$ cat src/rtl/mcyc_pkg.sv
// Shared encodings for the multi-cycle MIPS sequencer: states, exception causes,
// instruction classes, opcode/funct values and the datapath control codes.
package mcyc_pkg;

    typedef enum logic [2:0] {
        ST_IDLE   = 3'd0,
        ST_FETCH  = 3'd1,
        ST_DECODE = 3'd2,
        ST_EXEC   = 3'd3,
        ST_MEM    = 3'd4,
        ST_WB     = 3'd5,
        ST_EXCEPT = 3'd6
    } state_t;

    localparam logic [1:0] CAUSE_NONE    = 2'd0;
    localparam logic [1:0] CAUSE_ILLEGAL = 2'd1;
    localparam logic [1:0] CAUSE_TIMEOUT = 2'd2;

    typedef enum logic [3:0] {
        CL_RALU, CL_IALU, CL_LOAD, CL_STORE, CL_BRANCH,
        CL_JUMP, CL_JAL, CL_JR, CL_ILLEGAL
    } iclass_t;

    localparam logic [5:0] OP_RTYPE = 6'h00;
    localparam logic [5:0] OP_J     = 6'h02;
    localparam logic [5:0] OP_JAL   = 6'h03;
    localparam logic [5:0] OP_BEQ   = 6'h04;
    localparam logic [5:0] OP_BNE   = 6'h05;
    localparam logic [5:0] OP_ADDI  = 6'h08;
    localparam logic [5:0] OP_ADDIU = 6'h09;
    localparam logic [5:0] OP_SLTI  = 6'h0a;
    localparam logic [5:0] OP_SLTIU = 6'h0b;
    localparam logic [5:0] OP_ANDI  = 6'h0c;
    localparam logic [5:0] OP_ORI   = 6'h0d;
    localparam logic [5:0] OP_XORI  = 6'h0e;
    localparam logic [5:0] OP_LUI   = 6'h0f;
    localparam logic [5:0] OP_LW    = 6'h23;
    localparam logic [5:0] OP_SW    = 6'h2b;

    localparam logic [5:0] F_SLL  = 6'h00;
    localparam logic [5:0] F_SRL  = 6'h02;
    localparam logic [5:0] F_SRA  = 6'h03;
    localparam logic [5:0] F_JR   = 6'h08;
    localparam logic [5:0] F_ADD  = 6'h20;
    localparam logic [5:0] F_ADDU = 6'h21;
    localparam logic [5:0] F_SUB  = 6'h22;
    localparam logic [5:0] F_SUBU = 6'h23;
    localparam logic [5:0] F_AND  = 6'h24;
    localparam logic [5:0] F_OR   = 6'h25;
    localparam logic [5:0] F_XOR  = 6'h26;
    localparam logic [5:0] F_NOR  = 6'h27;
    localparam logic [5:0] F_SLT  = 6'h2a;
    localparam logic [5:0] F_SLTU = 6'h2b;

    // ALUOp_BNE makes the ALU raise Zero on inequality, so Zero is always "take branch".
    localparam logic [4:0] ALUOp_NOP  = 5'd0;
    localparam logic [4:0] ALUOp_ADD  = 5'd1;
    localparam logic [4:0] ALUOp_SUB  = 5'd2;
    localparam logic [4:0] ALUOp_AND  = 5'd3;
    localparam logic [4:0] ALUOp_OR   = 5'd4;
    localparam logic [4:0] ALUOp_XOR  = 5'd5;
    localparam logic [4:0] ALUOp_NOR  = 5'd6;
    localparam logic [4:0] ALUOp_SLT  = 5'd7;
    localparam logic [4:0] ALUOp_SLTU = 5'd8;
    localparam logic [4:0] ALUOp_SLL  = 5'd9;
    localparam logic [4:0] ALUOp_SRL  = 5'd10;
    localparam logic [4:0] ALUOp_SRA  = 5'd11;
    localparam logic [4:0] ALUOp_LUI  = 5'd12;
    localparam logic [4:0] ALUOp_BNE  = 5'd13;

    localparam logic [2:0] NPC_PLUS4  = 3'd0;
    localparam logic [2:0] NPC_BRANCH = 3'd1;
    localparam logic [2:0] NPC_JUMP   = 3'd2;
    localparam logic [2:0] NPC_JR     = 3'd3;
    localparam logic [2:0] NPC_EXCEPT = 3'd4;

    localparam logic [1:0] EXT_ZERO = 2'd0;
    localparam logic [1:0] EXT_SIGN = 2'd1;
    localparam logic [1:0] EXT_LUI  = 2'd2;

    localparam logic [1:0] GPRSel_RD  = 2'd0;
    localparam logic [1:0] GPRSel_RT  = 2'd1;
    localparam logic [1:0] GPRSel_31  = 2'd2;

    localparam logic [2:0] WDSel_FromALU = 3'd0;
    localparam logic [2:0] WDSel_FromMEM = 3'd1;
    localparam logic [2:0] WDSel_FromPC  = 3'd2;

    function automatic iclass_t classify(input logic [5:0] op, input logic [5:0] fn);
        iclass_t c;
        c = CL_ILLEGAL;
        case (op)
            OP_RTYPE: begin
                case (fn)
                    F_JR: c = CL_JR;
                    F_SLL, F_SRL, F_SRA, F_ADD, F_ADDU, F_SUB, F_SUBU,
                    F_AND, F_OR, F_XOR, F_NOR, F_SLT, F_SLTU: c = CL_RALU;
                    default: c = CL_ILLEGAL;
                endcase
            end
            OP_ADDI, OP_ADDIU, OP_SLTI, OP_SLTIU,
            OP_ANDI, OP_ORI, OP_XORI, OP_LUI: c = CL_IALU;
            OP_LW:          c = CL_LOAD;
            OP_SW:          c = CL_STORE;
            OP_BEQ, OP_BNE: c = CL_BRANCH;
            OP_J:           c = CL_JUMP;
            OP_JAL:         c = CL_JAL;
            default:        c = CL_ILLEGAL;
        endcase
        return c;
    endfunction

endpackage

$ cat src/rtl/mcyc_decode.sv
// Combinational instruction classifier: opcode/funct to class, ALU operation,
// A-operand select and immediate extension mode. No state, zero latency.
module mcyc_decode
    import mcyc_pkg::*;
(
    input  logic [5:0] opcode,
    input  logic [5:0] funct,
    output iclass_t    iclass,
    output logic [4:0] aluop,
    output logic       asel,
    output logic [1:0] extop
);

    always_comb begin
        iclass = classify(opcode, funct);
        aluop  = ALUOp_NOP;
        asel   = 1'b0;
        extop  = EXT_ZERO;
        case (iclass)
            CL_RALU: begin
                case (funct)
                    F_ADD, F_ADDU: aluop = ALUOp_ADD;
                    F_SUB, F_SUBU: aluop = ALUOp_SUB;
                    F_AND:         aluop = ALUOp_AND;
                    F_OR:          aluop = ALUOp_OR;
                    F_XOR:         aluop = ALUOp_XOR;
                    F_NOR:         aluop = ALUOp_NOR;
                    F_SLT:         aluop = ALUOp_SLT;
                    F_SLTU:        aluop = ALUOp_SLTU;
                    F_SLL: begin aluop = ALUOp_SLL; asel = 1'b1; end
                    F_SRL: begin aluop = ALUOp_SRL; asel = 1'b1; end
                    F_SRA: begin aluop = ALUOp_SRA; asel = 1'b1; end
                    default:       aluop = ALUOp_NOP;
                endcase
            end
            CL_IALU: begin
                case (opcode)
                    OP_ADDI, OP_ADDIU: begin aluop = ALUOp_ADD;  extop = EXT_SIGN; end
                    OP_SLTI:           begin aluop = ALUOp_SLT;  extop = EXT_SIGN; end
                    OP_SLTIU:          begin aluop = ALUOp_SLTU; extop = EXT_SIGN; end
                    OP_ANDI:           aluop = ALUOp_AND;
                    OP_ORI:            aluop = ALUOp_OR;
                    OP_XORI:           aluop = ALUOp_XOR;
                    OP_LUI:            begin aluop = ALUOp_LUI;  extop = EXT_LUI;  end
                    default:           aluop = ALUOp_NOP;
                endcase
            end
            CL_LOAD, CL_STORE: begin
                aluop = ALUOp_ADD;
                extop = EXT_SIGN;
            end
            CL_BRANCH: begin
                aluop = (opcode == OP_BNE) ? ALUOp_BNE : ALUOp_SUB;
                extop = EXT_SIGN;
            end
            default: ;
        endcase
    end

endmodule

$ cat src/rtl/mcyc_ctrl.sv
// Multi-cycle MIPS sequencer: FETCH/DECODE/EXEC/MEM/WB over one ALU and one memory port.
// Latency 3-5 cycles at zero-wait memory; stalls on mem_ready and traps after MEM_TIMEOUT waits.
module mcyc_ctrl
    import mcyc_pkg::*;
#(
    parameter int MEM_TIMEOUT = 16,
    parameter int CNT_W       = $clog2(MEM_TIMEOUT)
) (
    input  logic       clk,
    input  logic       rst_n,
    input  logic [5:0] opcode,
    input  logic [5:0] funct,
    input  logic       Zero,
    input  logic       mem_ready,
    output logic       mem_req,
    output logic       IorD,
    output logic       IRWr,
    output logic       PCWr,
    output logic       RFWr,
    output logic       DMWr,
    output logic [4:0] ALUOp,
    output logic [2:0] NPCOp,
    output logic [1:0] EXTOp,
    output logic       ASel,
    output logic       BSel,
    output logic [1:0] GPRSel,
    output logic [2:0] WDSel,
    output logic       instr_done,
    output logic       exc,
    output logic [1:0] exc_cause,
    output logic [2:0] state
);

    localparam logic [CNT_W-1:0] TMO_LAST = CNT_W'(MEM_TIMEOUT - 1);

    state_t           cur_state, next_state;
    logic [CNT_W-1:0] wait_cnt;
    logic             cnt_inc;
    logic [5:0]       lat_opcode, lat_funct;
    logic [1:0]       cause_q, cause_nxt;
    iclass_t          live_class;
    iclass_t          lat_class;
    logic [4:0]       lat_aluop;
    logic             lat_asel;
    logic [1:0]       lat_extop;
    logic             mem_tmo;

    // DECODE judges legality on the live IR; everything after uses the latched copy.
    assign live_class = classify(opcode, funct);
    assign mem_tmo    = (wait_cnt == TMO_LAST);
    assign state      = cur_state;
    assign exc_cause  = cause_q;

    mcyc_decode u_decode (
        .opcode (lat_opcode),
        .funct  (lat_funct),
        .iclass (lat_class),
        .aluop  (lat_aluop),
        .asel   (lat_asel),
        .extop  (lat_extop)
    );

    always_ff @(posedge clk or negedge rst_n) begin
        if (!rst_n) begin
            cur_state  <= ST_IDLE;
            wait_cnt   <= '0;
            lat_opcode <= '0;
            lat_funct  <= '0;
            cause_q    <= CAUSE_NONE;
        end else begin
            cur_state <= next_state;
            if (next_state != cur_state) begin
                wait_cnt <= '0;
            end else if (cnt_inc) begin
                wait_cnt <= wait_cnt + CNT_W'(1);
            end
            if (cur_state == ST_DECODE) begin
                lat_opcode <= opcode;
                lat_funct  <= funct;
            end
            if (next_state == ST_EXCEPT) begin
                cause_q <= cause_nxt;
            end
        end
    end

    always_comb begin
        next_state = cur_state;
        cnt_inc    = 1'b0;
        cause_nxt  = CAUSE_NONE;
        mem_req    = 1'b0;
        IorD       = 1'b0;
        IRWr       = 1'b0;
        PCWr       = 1'b0;
        RFWr       = 1'b0;
        DMWr       = 1'b0;
        ALUOp      = ALUOp_NOP;
        NPCOp      = NPC_PLUS4;
        EXTOp      = EXT_ZERO;
        ASel       = 1'b0;
        BSel       = 1'b0;
        GPRSel     = GPRSel_RD;
        WDSel      = WDSel_FromALU;
        instr_done = 1'b0;
        exc        = 1'b0;

        case (cur_state)
            ST_IDLE: next_state = ST_FETCH;

            ST_FETCH: begin
                mem_req = 1'b1;
                if (mem_ready) begin
                    IRWr       = 1'b1;
                    next_state = ST_DECODE;
                end else if (mem_tmo) begin
                    next_state = ST_EXCEPT;
                    cause_nxt  = CAUSE_TIMEOUT;
                end else begin
                    cnt_inc = 1'b1;
                end
            end

            ST_DECODE: begin
                if (live_class == CL_ILLEGAL) begin
                    next_state = ST_EXCEPT;
                    cause_nxt  = CAUSE_ILLEGAL;
                end else begin
                    next_state = ST_EXEC;
                end
            end

            ST_EXEC: begin
                ALUOp = lat_aluop;
                ASel  = lat_asel;
                EXTOp = lat_extop;
                BSel  = (lat_class == CL_IALU) || (lat_class == CL_LOAD) ||
                        (lat_class == CL_STORE);
                case (lat_class)
                    CL_RALU, CL_IALU:   next_state = ST_WB;
                    CL_LOAD, CL_STORE:  next_state = ST_MEM;
                    CL_BRANCH: begin
                        NPCOp      = Zero ? NPC_BRANCH : NPC_PLUS4;
                        PCWr       = 1'b1;
                        instr_done = 1'b1;
                        next_state = ST_FETCH;
                    end
                    CL_JUMP, CL_JAL: begin
                        NPCOp      = NPC_JUMP;
                        PCWr       = 1'b1;
                        instr_done = 1'b1;
                        next_state = ST_FETCH;
                        if (lat_class == CL_JAL) begin
                            RFWr   = 1'b1;
                            GPRSel = GPRSel_31;
                            WDSel  = WDSel_FromPC;
                        end
                    end
                    CL_JR: begin
                        NPCOp      = NPC_JR;
                        PCWr       = 1'b1;
                        instr_done = 1'b1;
                        next_state = ST_FETCH;
                    end
                    default: begin
                        next_state = ST_EXCEPT;
                        cause_nxt  = CAUSE_ILLEGAL;
                    end
                endcase
            end

            ST_MEM: begin
                mem_req = 1'b1;
                IorD    = 1'b1;
                DMWr    = (lat_class == CL_STORE);
                if (mem_ready) begin
                    if (lat_class == CL_STORE) begin
                        PCWr       = 1'b1;
                        instr_done = 1'b1;
                        next_state = ST_FETCH;
                    end else begin
                        next_state = ST_WB;
                    end
                end else if (mem_tmo) begin
                    next_state = ST_EXCEPT;
                    cause_nxt  = CAUSE_TIMEOUT;
                end else begin
                    cnt_inc = 1'b1;
                end
            end

            ST_WB: begin
                RFWr       = 1'b1;
                PCWr       = 1'b1;
                instr_done = 1'b1;
                GPRSel     = (lat_class == CL_RALU) ? GPRSel_RD : GPRSel_RT;
                WDSel      = (lat_class == CL_LOAD) ? WDSel_FromMEM : WDSel_FromALU;
                next_state = ST_FETCH;
            end

            ST_EXCEPT: begin
                exc        = 1'b1;
                NPCOp      = NPC_EXCEPT;
                PCWr       = 1'b1;
                next_state = ST_FETCH;
            end

            default: next_state = ST_IDLE;
        endcase
    end

endmodule

$ cat config.mk
export PLATFORM = sky130hd
export DESIGN_NAME = mcyc_ctrl
export DESIGN_NICKNAME = d
export VERILOG_FILES = /design/src/rtl/mcyc_pkg.sv /design/src/rtl/mcyc_decode.sv /design/src/rtl/mcyc_ctrl.sv
export SDC_FILE = /design/constraint.sdc
export NUM_CORES = 1
export LEC_CHECK = 0
export ABC_AREA = 1
export CORE_MARGIN = 1
export CORE_UTILIZATION = 35
export DETAILED_ROUTE_END_ITERATION = 10
export GPL_ROUTABILITY_DRIVEN = 0
export HOLD_SLACK_MARGIN = 0.06
export PLACE_DENSITY = 0.73
export SYNTH_ARGS = -nofsm -noshare
export SYNTH_HDL_FRONTEND = slang
export SYNTH_SLANG_ARGS = --single-unit
$ cat constraint.sdc
create_clock -name clk -period 1.7 [get_ports clk]
set_clock_uncertainty 0.05 [all_clocks]
set_input_delay 0.255 -clock clk [delete_from_list [all_inputs] [get_ports clk]]
set_output_delay 0.255 -clock clk [all_outputs]
set_load 0.05 [all_outputs]
# After elaboration in Yosys (flattened, before gate mapping)
# Memories as Yosys holds them, arrays and structs flattened.
# Index checks and enable logic that the tools add are counted.
dict set report word_totals {
  ff_bits 21
  mem_bits_ro 512
  input_bits 16
  output_inout_bits 30
  word_cells 147
  mem_count 2
}
dict set report op_classes {
  add_sub_neg 1
  eq_ne 57
  n_mux 56
  n_reduce_logical 26
}
# name words width rd rd_ports_with_merged_regs write_ports line_no
set mem_list {}
lappend mem_list {{(no name shown)} 64 4 1 0 0 mcyc_pkg.sv:94} ;# case (fn)
lappend mem_list {{(no name shown)} 64 4 1 0 0 mcyc_pkg.sv:94}
# op count
set op_table {}
lappend op_table {{$eq A6 B4 Y1 const B} 16}
lappend op_table {{$eq A6 B6 Y1 const B} 14}
lappend op_table {{$pmux W4 S7} 3}
lappend op_table {{$pmux W4 S11} 1}
lappend op_table {{$eq A6 B2 Y1 const B} 6}
lappend op_table {{$eq A6 B3 Y1 const B} 4}
lappend op_table {{$reduce_or A8 Y1} 3}
lappend op_table {{$mux W1} 23}
lappend op_table {{$pmux W5 S4} 1}
lappend op_table {{$reduce_or A2 Y1} 10}
lappend op_table {{$logic_not A6 Y1} 3}
lappend op_table {{$eq A4 B3 Y1 const B} 4}
lappend op_table {{$pmux W2 S2} 4}
lappend op_table {{$mux W3} 5}
lappend op_table {{$pmux W3 S5} 1}
lappend op_table {{$mux W2} 7}
lappend op_table {{$eq A3 B3 Y1 const B} 4}
lappend op_table {{$mux W4} 3}
lappend op_table {{$pmux W2 S3} 2}
lappend op_table {{$pmux W3 S3} 1}
lappend op_table {{$reduce_or A3 Y1} 3}
lappend op_table {{$eq A4 B2 Y1 const B} 2}
lappend op_table {{$eq A4 B4 Y1 const B} 2}
lappend op_table {{$reduce_or A4 Y1} 2}
lappend op_table {{other kinds (13)} 16}

# Logic depth before layout (Yosys ltp)
dict set report logic_depth {
  depth_word 9
  mapped_depth 14
  mapped_depth_nobuf 14
}

# Cells and area by module
# From an unflattened synthesis, not the netlist that was laid out.
dict set report hier_totals {
  cells_unflattened 284
  area_unflattened_um2 1816.7
}
# module instances cells_each area_per_inst_um2 seq_area_each_um2
set modules_own_cells {}
lappend modules_own_cells {mcyc_ctrl 1 175 1253.7 525.5}
lappend modules_own_cells {mcyc_decode 1 109 563.0 0.0}

# Worst setup path after synthesis
# OpenSTA, ideal clock, no wires.
dict set report synth_timing {
  kind {register to output}
  start {register cur_state[2] (netlist: state[2])}
  end {output DMWr}
  t_arrival_ns 2.955
  t_required_ns 1.395
  slack_ns -1.560
  path_stages_with_launch 5
  n_path_buf 0
  cell_sequence {dfrtp_1 -> inv_1 -> nor3_1 -> inv_1 -> nor2_1}
}
dict set report synth_via {
  elab_chain_cells 2
}
# element line_no
set synth_rtl {}
lappend synth_rtl {{start: declaration} mcyc_ctrl.sv:36} ;# state_t cur_state, next_state;
lappend synth_rtl {{start signal: assignment} mcyc_ctrl.sv:71} ;# cur_state <= next_state;
lappend synth_rtl {{$eq A3 B3 Y1} mcyc_ctrl.sv:107} ;# case (cur_state)
lappend synth_rtl {{$mux W1} mcyc_ctrl.sv:107}
lappend synth_rtl {{end: declaration} mcyc_ctrl.sv:20} ;# output logic DMWr,
# Every way passes these cells.

# Final worst setup path
dict set report layout_timing {
  start {register lat_opcode[3]}
  end {output ALUOp[3]}
}
dict set report layout_via {
  elab_chain_cells 7
  elab_cells_between_ends 29
  classes_between {eq/ne (18); mux (5); reduce/logical (6)}
}
# element line_no
set layout_rtl {}
lappend layout_rtl {{start: declaration} mcyc_ctrl.sv:39} ;# logic [5:0] lat_opcode, lat_funct;
lappend layout_rtl {{start signal: assignment} mcyc_ctrl.sv:78} ;# lat_opcode <= opcode;
lappend layout_rtl {{$eq A6 B4 Y1, or another cell as far along} {mcyc_pkg.sv:92, mcyc_decode.sv:37}}
lappend layout_rtl {{$reduce_or A8 Y1 or $reduce_or A2 Y1 (tied branches)} mcyc_pkg.sv:92} ;# case (op)
lappend layout_rtl {{$pmux W4 S7} mcyc_pkg.sv:92}
lappend layout_rtl {{$eq A4 B2 Y1} mcyc_decode.sv:19} ;# case (iclass)
lappend layout_rtl {{$reduce_or A2 Y1} --}
lappend layout_rtl {{$pmux W5 S4 *} mcyc_decode.sv:19}
lappend layout_rtl {{$mux W5 *} mcyc_ctrl.sv:107}
lappend layout_rtl {{end: declaration} mcyc_ctrl.sv:21} ;# output logic [4:0] ALUOp,
# Mark *: on every way between the ends. The rest lies on a longest branch, timed or not.

==> reports/metrics.csv <==
stage;metric;value;unit
outcome;status;complete, but fails checks;
outcome;failing checks;setup timing;
synthesis;top post-synthesis cells by area;dfrtp_1, nand2_1, nand3_1;
sta;final period utilization;137;%
global_route;initial antenna violation count;0;
clock_network;Skew-Pair Late Insertion Delay;0.26;ns
worst_setup_path;Required @ worst endpoint;1.39;ns
worst_setup_path;Cell Chain, Critical Path;inv_2, nand2_4, nor2_4, nand2_2, nand2_2, nor2_2, nand3_2, and3_4, nand2_4, a21oi_4, buf_12;
worst_setup_path;CP endpoint;ALUOp[3];
clock_network;Sink Count;21;
worst_setup_path;critical path launch point type;flip-flop;
sta;final max-slew violation count;0;
worst_setup_path;Crit Path Class;reg2out;
synthesis;Compound-Gate Fraction of Synth Area;14.5;%
synthesis;simple-gate share of the synthesized area;42.2;%
final_layout;Antenna Cells;0;
floorplan;starting density of the core;36.9;%
route;1st-iter DRT viols;139;
final_layout;layout cell share with drive strength beyond 1;51.7;%
synthesis;post-synthesis xor/xnor area fraction;0.992;%
sta;top achievable clock speed;428;MHz
worst_setup_path;WP data arrival;2.03;ns
worst_setup_path;Critical Path Fanout Max;5;
pwr;P per Cell Area;1610;nW/um^2
sta;Setup TNS Final;-7.80;ns
synthesis;synthesized netlist cell count;279;
clock_network;Post-CTS Hold Buffers;0;
global_route;Overflow after GRT;0;
flow_run;Max Cap Violations;0;
sta;normalized max-slew margin;67.1;%
synthesis;dominant cell type by area after synthesis;dfrtp_1;
place;worst slack, placed;-0.348;ns
pwr;Static Leak;1.72;nW
global_route;largest net degree at the start of global routing;23;
min_path;worst hold path type;in2async;
final_layout;fin util;75.8;%
worst_setup_path;Critical Path Sink Type;output pin;
sta;Final WS setup;-0.637;ns
floorplan;# rows;25;
sta;clock period minus worst slack;2.34;ns
clock_network;Root Driver;clkbuf_8;
worst_setup_path;reg2reg start;lat_opcode[5]$_DFFE_PN0N_;
synthesis;Synth top area share;29.8;%
global_route;vias in the first global route;2123;
synthesis;Seq cells post-synth;21;
worst_setup_path;slowest stage cell, crit path;dfrtp_1;
place;port bufs;43;
synthesis;post-synth cell types;35;
clock_network;CTS tree;done;
final_layout;nets;420;
clock_network;CTS Buf Count;3;
worst_setup_path;worst setup path startpoint;lat_opcode[3]$_DFFE_PN0N_;
synthesis;Synth Cell Area;1770;um^2
synthesis;synthesis warning total;0;
synthesis;sequential cell area fraction in the yosys report;29.8;%
sta;unrepaired setup endpoints after global routing;yes;
floorplan;io pins;46;
global_route;GRT Overall Usage;21.5;%
clock_network;Worst-path clk slew;0.07;ns
pwr;Worst VDD drop;0.622;mV
clock_network;CTS H-tree depth;1;
synthesis;largest family of logic cells by synthesized area;simple AND/OR/NAND/NOR gates;
sta;final setup fails;22;
floorplan;Die H;73.0;um
sta;Slew @ Worst Pin;0.488;ns
worst_setup_path;slowest cell delay on critical path;0.39;ns
route;vias per cell;4.94;
floorplan;die area;5330;um^2
route;DR pass1 iterations;4;
floorplan;core footprint;4790;um^2
place;Post-DP Area;3230;um^2
final_layout;fin area;3630;um^2
worst_setup_path;reg-to-reg setup timing slack;-0.15;ns
global_route;first-pass GRT wire length;9050;um
route;final wirelength;5960;um
worst_setup_path;R2R depth;14;
final_layout;P&R area growth vs syn;105;%
route;Post-DRT Antenna Nets;0;
synthesis;adder-cell share of the synthesized area;0.709;%
synthesis;mux contribution to synthesized area;0;%
floorplan;die width;73.0;um
place;dpl hpwl;4160;um
sta;Final Hold Viols;0;
synthesis;Syn Area/Cell;6.33;um^2
route;post-DR wirelength/cell;12.7;um
worst_setup_path;FF-to-FF End;exc_cause[1]$_DFFE_PN0N_;
route;Post-route DRC;0;
route;Via Count;2319;
clock_network;Clock Tree Buf Depth;2;
[synth_stat cells]
| master | number |
|---|---|
| a211oi_1 | 2 |
| a21o_1 | 1 |
| a21oi_1 | 7 |
| a21oi_2 | 2 |
| a31oi_1 | 2 |
| a41oi_1 | 1 |
| and3_1 | 1 |
| and3_4 | 1 |
| buf_4 | 3 |
| buf_6 | 1 |
| clkbuf_1 | 3 |
| conb_1 | 1 |
| dfrtp_1 | 21 |
| ha_1 | 1 |
| inv_1 | 37 |
| inv_2 | 6 |
| nand2_1 | 63 |
| nand2_2 | 4 |
| nand2_4 | 1 |
| nand3_1 | 32 |
| nand4_1 | 7 |
| nand4_4 | 1 |
| nor2_1 | 37 |
| nor2_2 | 4 |
| nor2_4 | 2 |
| nor3_1 | 6 |
| nor4_1 | 2 |
| o2111ai_1 | 1 |
| o211ai_1 | 1 |
| o21ai_0 | 23 |
| o21ai_2 | 1 |
| o31ai_1 | 1 |
| o32a_2 | 1 |
| xnor2_1 | 1 |
| xor2_1 | 1 |
[worst max-delay path, delay by kind of cell, from the launching register on]
kind / cells / cell delay (ns)
buffers and inverters: 2 / 0.27
and+or+nand+nor: 8 / 0.92
AOI/OAI and AO/OA: 1 / 0.18
DFF: 1 / 0.39
[report_power, final]
group | internal (mW) | leakage (nW) | switching, mW | total, mW
Combinational | 2.01 | 1.44 | 2.57 | 4.58
Clock | 0.163 | 0.0255 | 0.150 | 0.313
Sequential | 0.717 | 0.258 | 0.228 | 0.945
[stage by stage]
step	cells	total power, mW	hold slack, ns
2_1_floorplan	280	3.11	-0.0906
3_3_place_gp	447	4.68	0.399
3_5_place_dp	447	4.76	0.427
4_1_cts	461	5.46	0.283
5_1_grt	469	6.16	0.287
6_report	469	5.84	0.274
[repair_timing]
| item | in CTS | in global routing |
|---|---|---|
| pin swaps | 18 | 16 |
| setup buffers | 13 | 11 |
| resized for setup | 41 | 30 |
| endpoints found under the setup margin | 23 | 26 |
[metal layers]
layer | vias to the layer above | track usage, % | share of wire [%]
met3 | 21 | 2.76 | 4.4
met4 | 0 | 9.15 | 3.1
met1 | 1041 | 26.8 | 42
li1 | 1162 | - | -
met5 | - | 0 | 0
met2 | 95 | 36.9 | 51
[final cells by class]
cell class	count	area, um^2
clock buffer	3	41.3
multi-input combinational	209	1440
tap	67	83.8
fill	305	1160
timing repair buffer	125	1350
sequential	21	533
clock inverter	1	5.00
inverter	43	179
[kinds of logic after synthesis]
kind of cell / Yosys count
simple gates: 161
flops: 21
compound gates: 43
buf+inv: 50
other cells: 1
fa+ha+maj: 1
xor+xnor: 2
[state kept, by name, indices dropped and copies added (netlist names)]
register and count:
lat_opcode 6, exc_cause 2, wait_cnt 4, state 3, lat_funct 6
[cell usage in the layout (no fill, tap or decap), drive strengths merged]
master / instances
ha: 1
clkbuf: 3
xor2: 1
nand3: 32
nor4: 2
nand4: 8
o31ai: 1
nand2: 68
o2111ai: 1
buf: 110
xnor2: 1
clkinv: 2
o32a: 1
a41oi: 1
dfrtp: 21
nor2: 43
o211ai: 1
nor3: 6
inv: 42
a21oi: 9
o21ai: 24
conb: 2
and3: 2
a211oi: 2
a31oi: 2
clkdlybuf4s50: 12
dlymetal6s2s: 3
a21o: 1
[how the worst min path moves through the flow]
stage | cells after the start | start | end
after floorplan | 0 | rst_n | exc_cause[0]$_DFFE_PN0N_
after global placement | 1 | wait_cnt[0]$_DFFE_PN0P_ | wait_cnt[0]$_DFFE_PN0P_
after detailed placement | 2 | exc_cause[0]$_DFFE_PN0N_ | exc_cause[0]$_DFFE_PN0N_
after CTS | 2 | rst_n | wait_cnt[0]$_DFFE_PN0P_
after global routing | 2 | rst_n | wait_cnt[1]$_DFFE_PN0P_
final | 2 | rst_n | wait_cnt[1]$_DFFE_PN0P_
Power figures use the tool's default switching activity.
